--- config.mk ---
export PLATFORM = sky130hd
export DESIGN_NAME = div_issue_ctrl
export DESIGN_NICKNAME = d
export VERILOG_FILES = /design/src/rtl/div_issue_ctrl.sv
export SDC_FILE = /design/constraint.sdc
export NUM_CORES = 1
export LEC_CHECK = 0
export ABC_AREA = 1
export CORE_ASPECT_RATIO = 0.7
export CORE_MARGIN = 2
export CORE_UTILIZATION = 46
export CTS_CLUSTER_SIZE = 25
export DETAILED_ROUTE_END_ITERATION = 10
export PLACE_DENSITY = 0.86
export SLEW_MARGIN = 20
export SYNTH_ARGS = -nofsm -noshare
export SYNTH_HDL_FRONTEND = slang
export SYNTH_SLANG_ARGS = --single-unit
--- constraint.sdc ---
create_clock -name clk -period 2.5 [get_ports clk]
set_input_delay 0.5 -clock clk [delete_from_list [all_inputs] [get_ports clk]]
set_output_delay 0.5 -clock clk [all_outputs]
set_load 0.01 [all_outputs]
--- src/rtl/div_issue_ctrl.sv ---
// Issue controller for one EX-stage divide/modulo op on an AXI-stream divider IP.
// Feeds the dividend/divisor channels independently, selects quotient or remainder, and drains the IP on flush.
module div_issue_ctrl #(
   parameter int DW    = 32,
   parameter int CNT_W = 16
) (
   input  logic              clk,
   input  logic              resetn,
   input  logic              req_valid,
   input  logic              req_signed,
   input  logic              req_mod,
   input  logic [DW-1:0]     req_src1,
   input  logic [DW-1:0]     req_src2,
   input  logic              flush,
   input  logic              res_ready,
   output logic              res_valid,
   output logic [DW-1:0]     res_data,
   output logic              busy,
   output logic              div_signed,
   output logic              dvd_tvalid,
   input  logic              dvd_tready,
   output logic [DW-1:0]     dvd_tdata,
   output logic              dvs_tvalid,
   input  logic              dvs_tready,
   output logic [DW-1:0]     dvs_tdata,
   input  logic              dout_tvalid,
   input  logic [2*DW-1:0]   dout_tdata,
   output logic [CNT_W-1:0]  lat_cycles
);

   typedef enum logic [2:0] {IDLE, SEND, WAIT, DONE, DRAIN} state_t;

   state_t            state;
   state_t            state_nxt;
   logic [DW-1:0]     src1_q;
   logic [DW-1:0]     src2_q;
   logic [DW-1:0]     res_q;
   logic              signed_q;
   logic              mod_q;
   logic              dvd_sent;
   logic              dvs_sent;
   logic [CNT_W-1:0]  cnt_q;
   logic [CNT_W-1:0]  lat_q;
   logic              accept;
   logic              capture;
   logic              drop_send;

   always_ff @(posedge clk or negedge resetn) begin
      if (!resetn) begin
         state <= IDLE;
      end else begin
         state <= state_nxt;
      end
   end

   // A flush before either channel has handed over an operand withdraws tvalid in that
   // same cycle, so the IP never sees a beat and the op can be abandoned outright.
   always_comb begin
      state_nxt  = state;
      dvd_tvalid = 1'b0;
      dvs_tvalid = 1'b0;
      res_valid  = 1'b0;
      accept     = 1'b0;
      capture    = 1'b0;
      drop_send  = 1'b0;
      case (state)
         IDLE: begin
            if (req_valid && !flush) begin
               accept    = 1'b1;
               state_nxt = SEND;
            end
         end
         SEND: begin
            drop_send  = flush && !dvd_sent && !dvs_sent;
            dvd_tvalid = !dvd_sent && !drop_send;
            dvs_tvalid = !dvs_sent && !drop_send;
            if (flush) begin
               state_nxt = drop_send ? IDLE : DRAIN;
            end else if ((dvd_sent || dvd_tready) && (dvs_sent || dvs_tready)) begin
               state_nxt = WAIT;
            end
         end
         WAIT: begin
            // Result arriving in the flush cycle is consumed here, so nothing is left to drain.
            if (flush) begin
               state_nxt = dout_tvalid ? IDLE : DRAIN;
            end else if (dout_tvalid) begin
               capture   = 1'b1;
               state_nxt = DONE;
            end
         end
         DONE: begin
            res_valid = 1'b1;
            if (flush || res_ready) begin
               state_nxt = IDLE;
            end
         end
         DRAIN: begin
            dvd_tvalid = !dvd_sent;
            dvs_tvalid = !dvs_sent;
            if (dvd_sent && dvs_sent && dout_tvalid) begin
               state_nxt = IDLE;
            end
         end
         default: state_nxt = IDLE;
      endcase
   end

   always_ff @(posedge clk or negedge resetn) begin
      if (!resetn) begin
         src1_q   <= '0;
         src2_q   <= '0;
         signed_q <= 1'b0;
         mod_q    <= 1'b0;
         dvd_sent <= 1'b0;
         dvs_sent <= 1'b0;
         cnt_q    <= '0;
         res_q    <= '0;
         lat_q    <= '0;
      end else begin
         if (accept) begin
            src1_q   <= req_src1;
            src2_q   <= req_src2;
            signed_q <= req_signed;
            mod_q    <= req_mod;
            dvd_sent <= 1'b0;
            dvs_sent <= 1'b0;
            cnt_q    <= CNT_W'(1);
         end else begin
            if (dvd_tvalid && dvd_tready) begin
               dvd_sent <= 1'b1;
            end
            if (dvs_tvalid && dvs_tready) begin
               dvs_sent <= 1'b1;
            end
            if ((state == SEND || state == WAIT) && cnt_q != {CNT_W{1'b1}}) begin
               cnt_q <= cnt_q + CNT_W'(1);
            end
         end
         if (capture) begin
            res_q <= mod_q ? dout_tdata[DW-1:0] : dout_tdata[2*DW-1:DW];
            lat_q <= cnt_q;
         end
      end
   end

   assign busy       = (state != IDLE);
   assign res_data   = res_q;
   assign div_signed = signed_q;
   assign dvd_tdata  = src1_q;
   assign dvs_tdata  = src2_q;
   assign lat_cycles = lat_q;

endmodule
**Yosys cells after proc, flatten, opt, wreduce, memory -nomap -nowiden**

Index checks and enable logic that the tools add are counted.

- $add $sub $neg: 1
- Multiply operators: 0
- Div/mod/pow operators: 0
- Order comparisons: 0
- Equality and inequality tests: 10
- Shift operators: 0
- Multiplexer cells: 25
- Bitwise operators: 0
- Reduce and logical (&&, ||, !) cells: 25

Operators by type and width:

| operator | count |
|---|---|
| 16-bit two-way mux | 2 |
| 32-bit two-way mux | 1 |
| 3-bit two-way mux | 9 |
| 16-bit by 1-bit adder with 16-bit output, second input constant | 1 |
| 16-bit inequality test, second input constant | 1 |
| 3-bit one-hot mux with 5 select lines | 1 |
| 1-bit logical AND | 11 |
| 1-bit two-way mux | 10 |
| 3-bit by 2-bit == test with 1-bit output, second input constant | 2 |
| 2-bit inequality test, second input constant | 3 |
| 3-bit inequality test, second input constant | 2 |
| 2-bit nonzero test | 3 |
| 5-bit AND reduction | 1 |
| 1-bit logical NOT | 4 |
| 1-bit logical OR | 4 |
| 1-bit one-hot mux with 2 select lines | 2 |
| 3-bit by 1-bit == test with 1-bit output, second input constant | 1 |
| 3-bit == test, second input constant | 1 |
| 3-bit logical NOT | 1 |
| 3-bit nonzero test | 1 |

- Bits in registers: 135
- Bits in latches: 0
- Bits in writable memories: 0
- ROM bits: 0
- Input bits: 138
- Output and inout port bits: 117
- Word-level logic and storage cells: 71
- Memories kept: 0

**Longest topological paths before layout**

- Word-level depth: 9
- Mapped depth: 10
- Depth with buffers taken out: 9

**Worst setup path before layout**

OpenSTA, ideal clock, no wires.

- Kind: input to output
- Start point: input flush
- End point: output dvd_tvalid
- Arrival time: 1106 ps
- Required time: 2000 ps
- Setup slack: 894 ps
- Stages: 5
- Buffers on the path: 0
- Cell sequence: inv_1 nor2_1 nor2_1 nor2_1 a21oi_1

- Word-level cells in the longest chain between the ends: 5

RTL lines:

| element | RTL line | RTL |
|---|---|---|
| from (decl) | 14 | `input logic flush,` |
| 1-bit logical AND (2 in series) | 74 | `drop_send = flush && !dvd_sent && !dvs_sent;` |
| 1-bit logical NOT | 75 | `dvd_tvalid = !dvd_sent && !drop_send;` |
| 1-bit logical AND | 75 |  |
| 1-bit one-hot mux with 2 select lines | 66 | `case (state)` |
| to (decl) | 20 | `output logic dvd_tvalid,` |

Every way passes these cells.

**Worst setup path in the final report**

- Start point: register state[0]
- End point: output busy

- Word-level cells in the longest chain between the ends: 1

RTL lines:

| element | RTL line | RTL |
|---|---|---|
| from (decl) | 33 | `state_t state;` |
| from (signal assigned) | 52 | `state <= state_nxt;` |
| 3-bit nonzero test | 147 | `assign busy = (state != IDLE);` |
| to (decl) | 18 | `output logic busy,` |

Every way passes these cells.

==> impl_metrics.toml <==
[synthesis]
post_synth_instance_area_sq_um = 6020
dominantRegCellSynth = "sky130_fd_sc_hd__dfrtp_1"
syn_nets = 889
synth_top_area_share = 0.562
synth-edff-count = 0
sequential_element_share_of_the_synthesized_area = 0.562
top_cell_type_by_total_area_after_synthesis = "sky130_fd_sc_hd__dfrtp_1"
post_synth_most_frequent_cells = "357 x sky130_fd_sc_hd__nand2_1, 135 x sky130_fd_sc_hd__dfrtp_1, 73 x sky130_fd_sc_hd__o21ai_0"
syn-mean-instance-area_sq_um = 8.02
synth.ff_latch_count = 135
asyncSetResetFlopFracSynth = 1.00
post_synth_inst_count = 750
syn_warnings = 0
yosys-top-cells-area = "sky130_fd_sc_hd__dfrtp_1 56%, sky130_fd_sc_hd__nand2_1 22%, sky130_fd_sc_hd__o21ai_0 6.1%, sky130_fd_sc_hd__inv_1 3.4%, sky130_fd_sc_hd__nor2_1 1.9%"
synth_most_common_cell = "sky130_fd_sc_hd__nand2_1"
synth_cell_types = 30

[drt]
route.vias.total = 5730
route.detailed.wl_per_inst_microns = 15.2
first_iter_violations = 258
vias_per_std_cell = 4.88
antenna_violating_nets_left = 0
drcViolationCount = 0
firstDrtPassIters = 4
totalWireLength_mm = 17.8

[timing]
fmax_mhz = 447
number_of_failing_setup_endpoints_in_the_final_timing_report = 0
slew_headroom = 0.578
finalClockSkew_ps = 11.7
fin_crit_ps = 2240
number_of_failing_hold_endpoints_at_the_final_stage = 0
fin_tns_setup_ps = 0
period_share = 0.895
finalHoldWorstSlack_ps = 45.5
tightestPinTransition_ps = 634
rsz0062_at_grt = "no"
slew_viol_final = 0
final.setup.worst_slack_ps = 264

[setup_path]
worstPathMaxFanout = 4
startpoint = "state[0]"
worstPathRequired_ps = 2000
critical_path_class = "reg -> out"
worst_setup_path_start_kind = "flip-flop"
crit_arrival_ps = 1740
critical_path.reg2reg.startpoint = "cnt_q[0]"
worstSetupEndpointType = "primary output"

[floorplanning]
core-area_sq_um = 12600
placementRows = 34
die_w_microns = 141
floorplan.die_area_sq_um = 14000
die_y_microns = 99.7
floorplan.io_pins = 255
initial_standard_cell_utilization_of_the_core = 0.478

[finish]
post_route_cells_drive_above_1_share = 0.0632
syn_to_final_growth_pct = 55.4
insertedDiodeCount = 0
final_cell_count_without_fillers = 1174
finalNetCount = 1139

[clock_network]
cts-buffers-inserted = 17
cts_tree = "yes"
path_clk_slew_ps = 60
hold_buffers_post_cts = 0
clk_root_buffer_cell = "sky130_fd_sc_hd__clkbuf_16"
clock_latency_ps = 410
h-tree-depth = 4
clkSinkCount = 135
clock_path_buffers = 2

[placed_design]
place.detailed.hpwl_mm = 12.8
pre_cts_slack_ps = 43.9
io_buffers = 254
placedCellCount = 1143
routability_cong = 0.856

[global_route]
first_pass_grt_wire_length_mm = 28.3
first_global_vias = 5603
gr-usage-all-layers = 0.258
grt_antenna_before_repair = 0
grt_start_max_net_pins = 94
grt_overflow = 0

[power_and_ir_drop]
sequentialPowerShare = 0.344
cell_internal_pwr_mw = 6.82
clock_power_share = 0.254
netSwitchingFraction = 0.348
power_leakage_nw = 4.56
totalPowerFinal_mw = 10.4
power.density_cell_area_nw_per_um2 = 1120
worst_ir_drop_vdd_mv = 0.709
portion_of_total_power_attributed_to_combinational_logic = 0.403
netSwitchingPower_mw = 3.63

[run_status]
outcome = "finished clean"

[run]
max_cap_viol = 0

[worst_hold_path]
hold_class = "in -> async"
[power groups by stage]
| stage | Combinational [mW] | Sequential, mW | Clock [mW] |
|---|---|---|---|
| 3_3_place_gp | 4.12 | 3.56 | 0 |
| 5_1_grt | 4.63 | 3.69 | 2.81 |
| 6_report | 4.21 | 3.59 | 2.65 |
| 3_5_place_dp | 4.22 | 3.59 | 0 |
| 4_1_cts | 4.25 | 3.59 | 2.70 |
| 2_1_floorplan | 1.59 | 3.84 | 0 |
[worst max-delay path, cell delays in order (launching register included)]
cell and delay, ps:
sky130_fd_sc_hd__dfrtp_1 420, sky130_fd_sc_hd__inv_2 100, sky130_fd_sc_hd__nand2_1 100, sky130_fd_sc_hd__nor2_4 140, sky130_fd_sc_hd__inv_1 80, sky130_fd_sc_hd__clkdlybuf4s50_1 490
[routing by layer]
layer / track usage / vias up / share of wire
met2: 0.429 / 239 / 0.47
met1: 0.314 / 2638 / 0.40
met5: 0 / - / 0
met4: 0.0808 / 0 / 0.021
met3: 0.102 / 30 / 0.10
li1: - / 2823 / -
[stage by stage]
stage	cell area, sq um	util
floorplan	6020	-
global placement	8710	0.692
detailed placement	8710	0.692
CTS	9340	0.742
global route	9350	0.742
finish	9350	0.742
[flip-flops by register name, summed over array words and instances (netlist names)]
register    cells
dvd_tdata      32
dvs_tdata      32
res_data       32
cnt_q          16
lat_cycles     16
state           3
div_signed      1
dvd_sent        1
dvs_sent        1
mod_q           1
[cells by family (layout without fill, tap and decap cells)]
logic type / after synthesis / after routing / synth area share
and+or+nand+nor: 432 / 432 / 0.292
buffers and inverters: 94 / 356 / 0.0666
DFF: 135 / 135 / 0.562
AOI/OAI and AO/OA: 83 / 83 / 0.0705
adders and majority gates: 1 / 1 / 0.00208
xor gates and xnor gates: 5 / 5 / 0.00728
[cell type report]
| type | instances | area, sq um |
|---|---|---|
| well taps | 162 | 203 |
| clock inverters | 14 | 199 |
| fillers | 912 | 3240 |
| multi-input cells | 521 | 2250 |
| clock buffers | 17 | 425 |
| flip-flops and latches | 135 | 3380 |
| inverters | 60 | 228 |
| repair buffers | 265 | 2670 |
[layout by cell type (no fill, tap or decap), types with 2 or more instances in the layout]
cell type                         instances
sky130_fd_sc_hd__bufinv_16                4
sky130_fd_sc_hd__a21oi_1                  2
sky130_fd_sc_hd__nand2_1                357
sky130_fd_sc_hd__nand2_2                  3
sky130_fd_sc_hd__buf_12                   3
sky130_fd_sc_hd__nand4_1                 13
sky130_fd_sc_hd__nand3_2                  4
sky130_fd_sc_hd__nor3_1                   2
sky130_fd_sc_hd__nor2_4                   3
sky130_fd_sc_hd__nor2_1                  29
sky130_fd_sc_hd__inv_6                    4
sky130_fd_sc_hd__inv_1                   55
sky130_fd_sc_hd__clkdlybuf4s50_1        251
sky130_fd_sc_hd__o21ai_0                 73
sky130_fd_sc_hd__o21ai_1                  4
sky130_fd_sc_hd__xor2_1                   5
sky130_fd_sc_hd__buf_4                    8
sky130_fd_sc_hd__clkbuf_16               17
sky130_fd_sc_hd__nand3_1                 16
sky130_fd_sc_hd__inv_2                    4
sky130_fd_sc_hd__clkinv_2                 2
sky130_fd_sc_hd__dfrtp_1                134
sky130_fd_sc_hd__nor2_2                   3
sky130_fd_sc_hd__clkinv_4                 3
[repair_timing]
action,in CTS,in global routing
gates resized for setup,3,2
gates cloned,0,0
pin swaps,1,0
setup buffers,0,0
setup endpoints to repair,2,1
[path summary, 6_finish.rpt]
check                                     end  slack, ps  cells after the start
worst min register to register  lat_cycles[2]        470                      2
worst max-delay path                     busy        260                      5
worst min-delay path             dvd_tdata[4]         50                      1
worst max register to register      cnt_q[14]        720                      9
min in group clk                lat_cycles[2]        470                      2
max in group asynchronous        res_data[14]       1660                      2
Note: power is estimated with default switching activity, not from simulation.
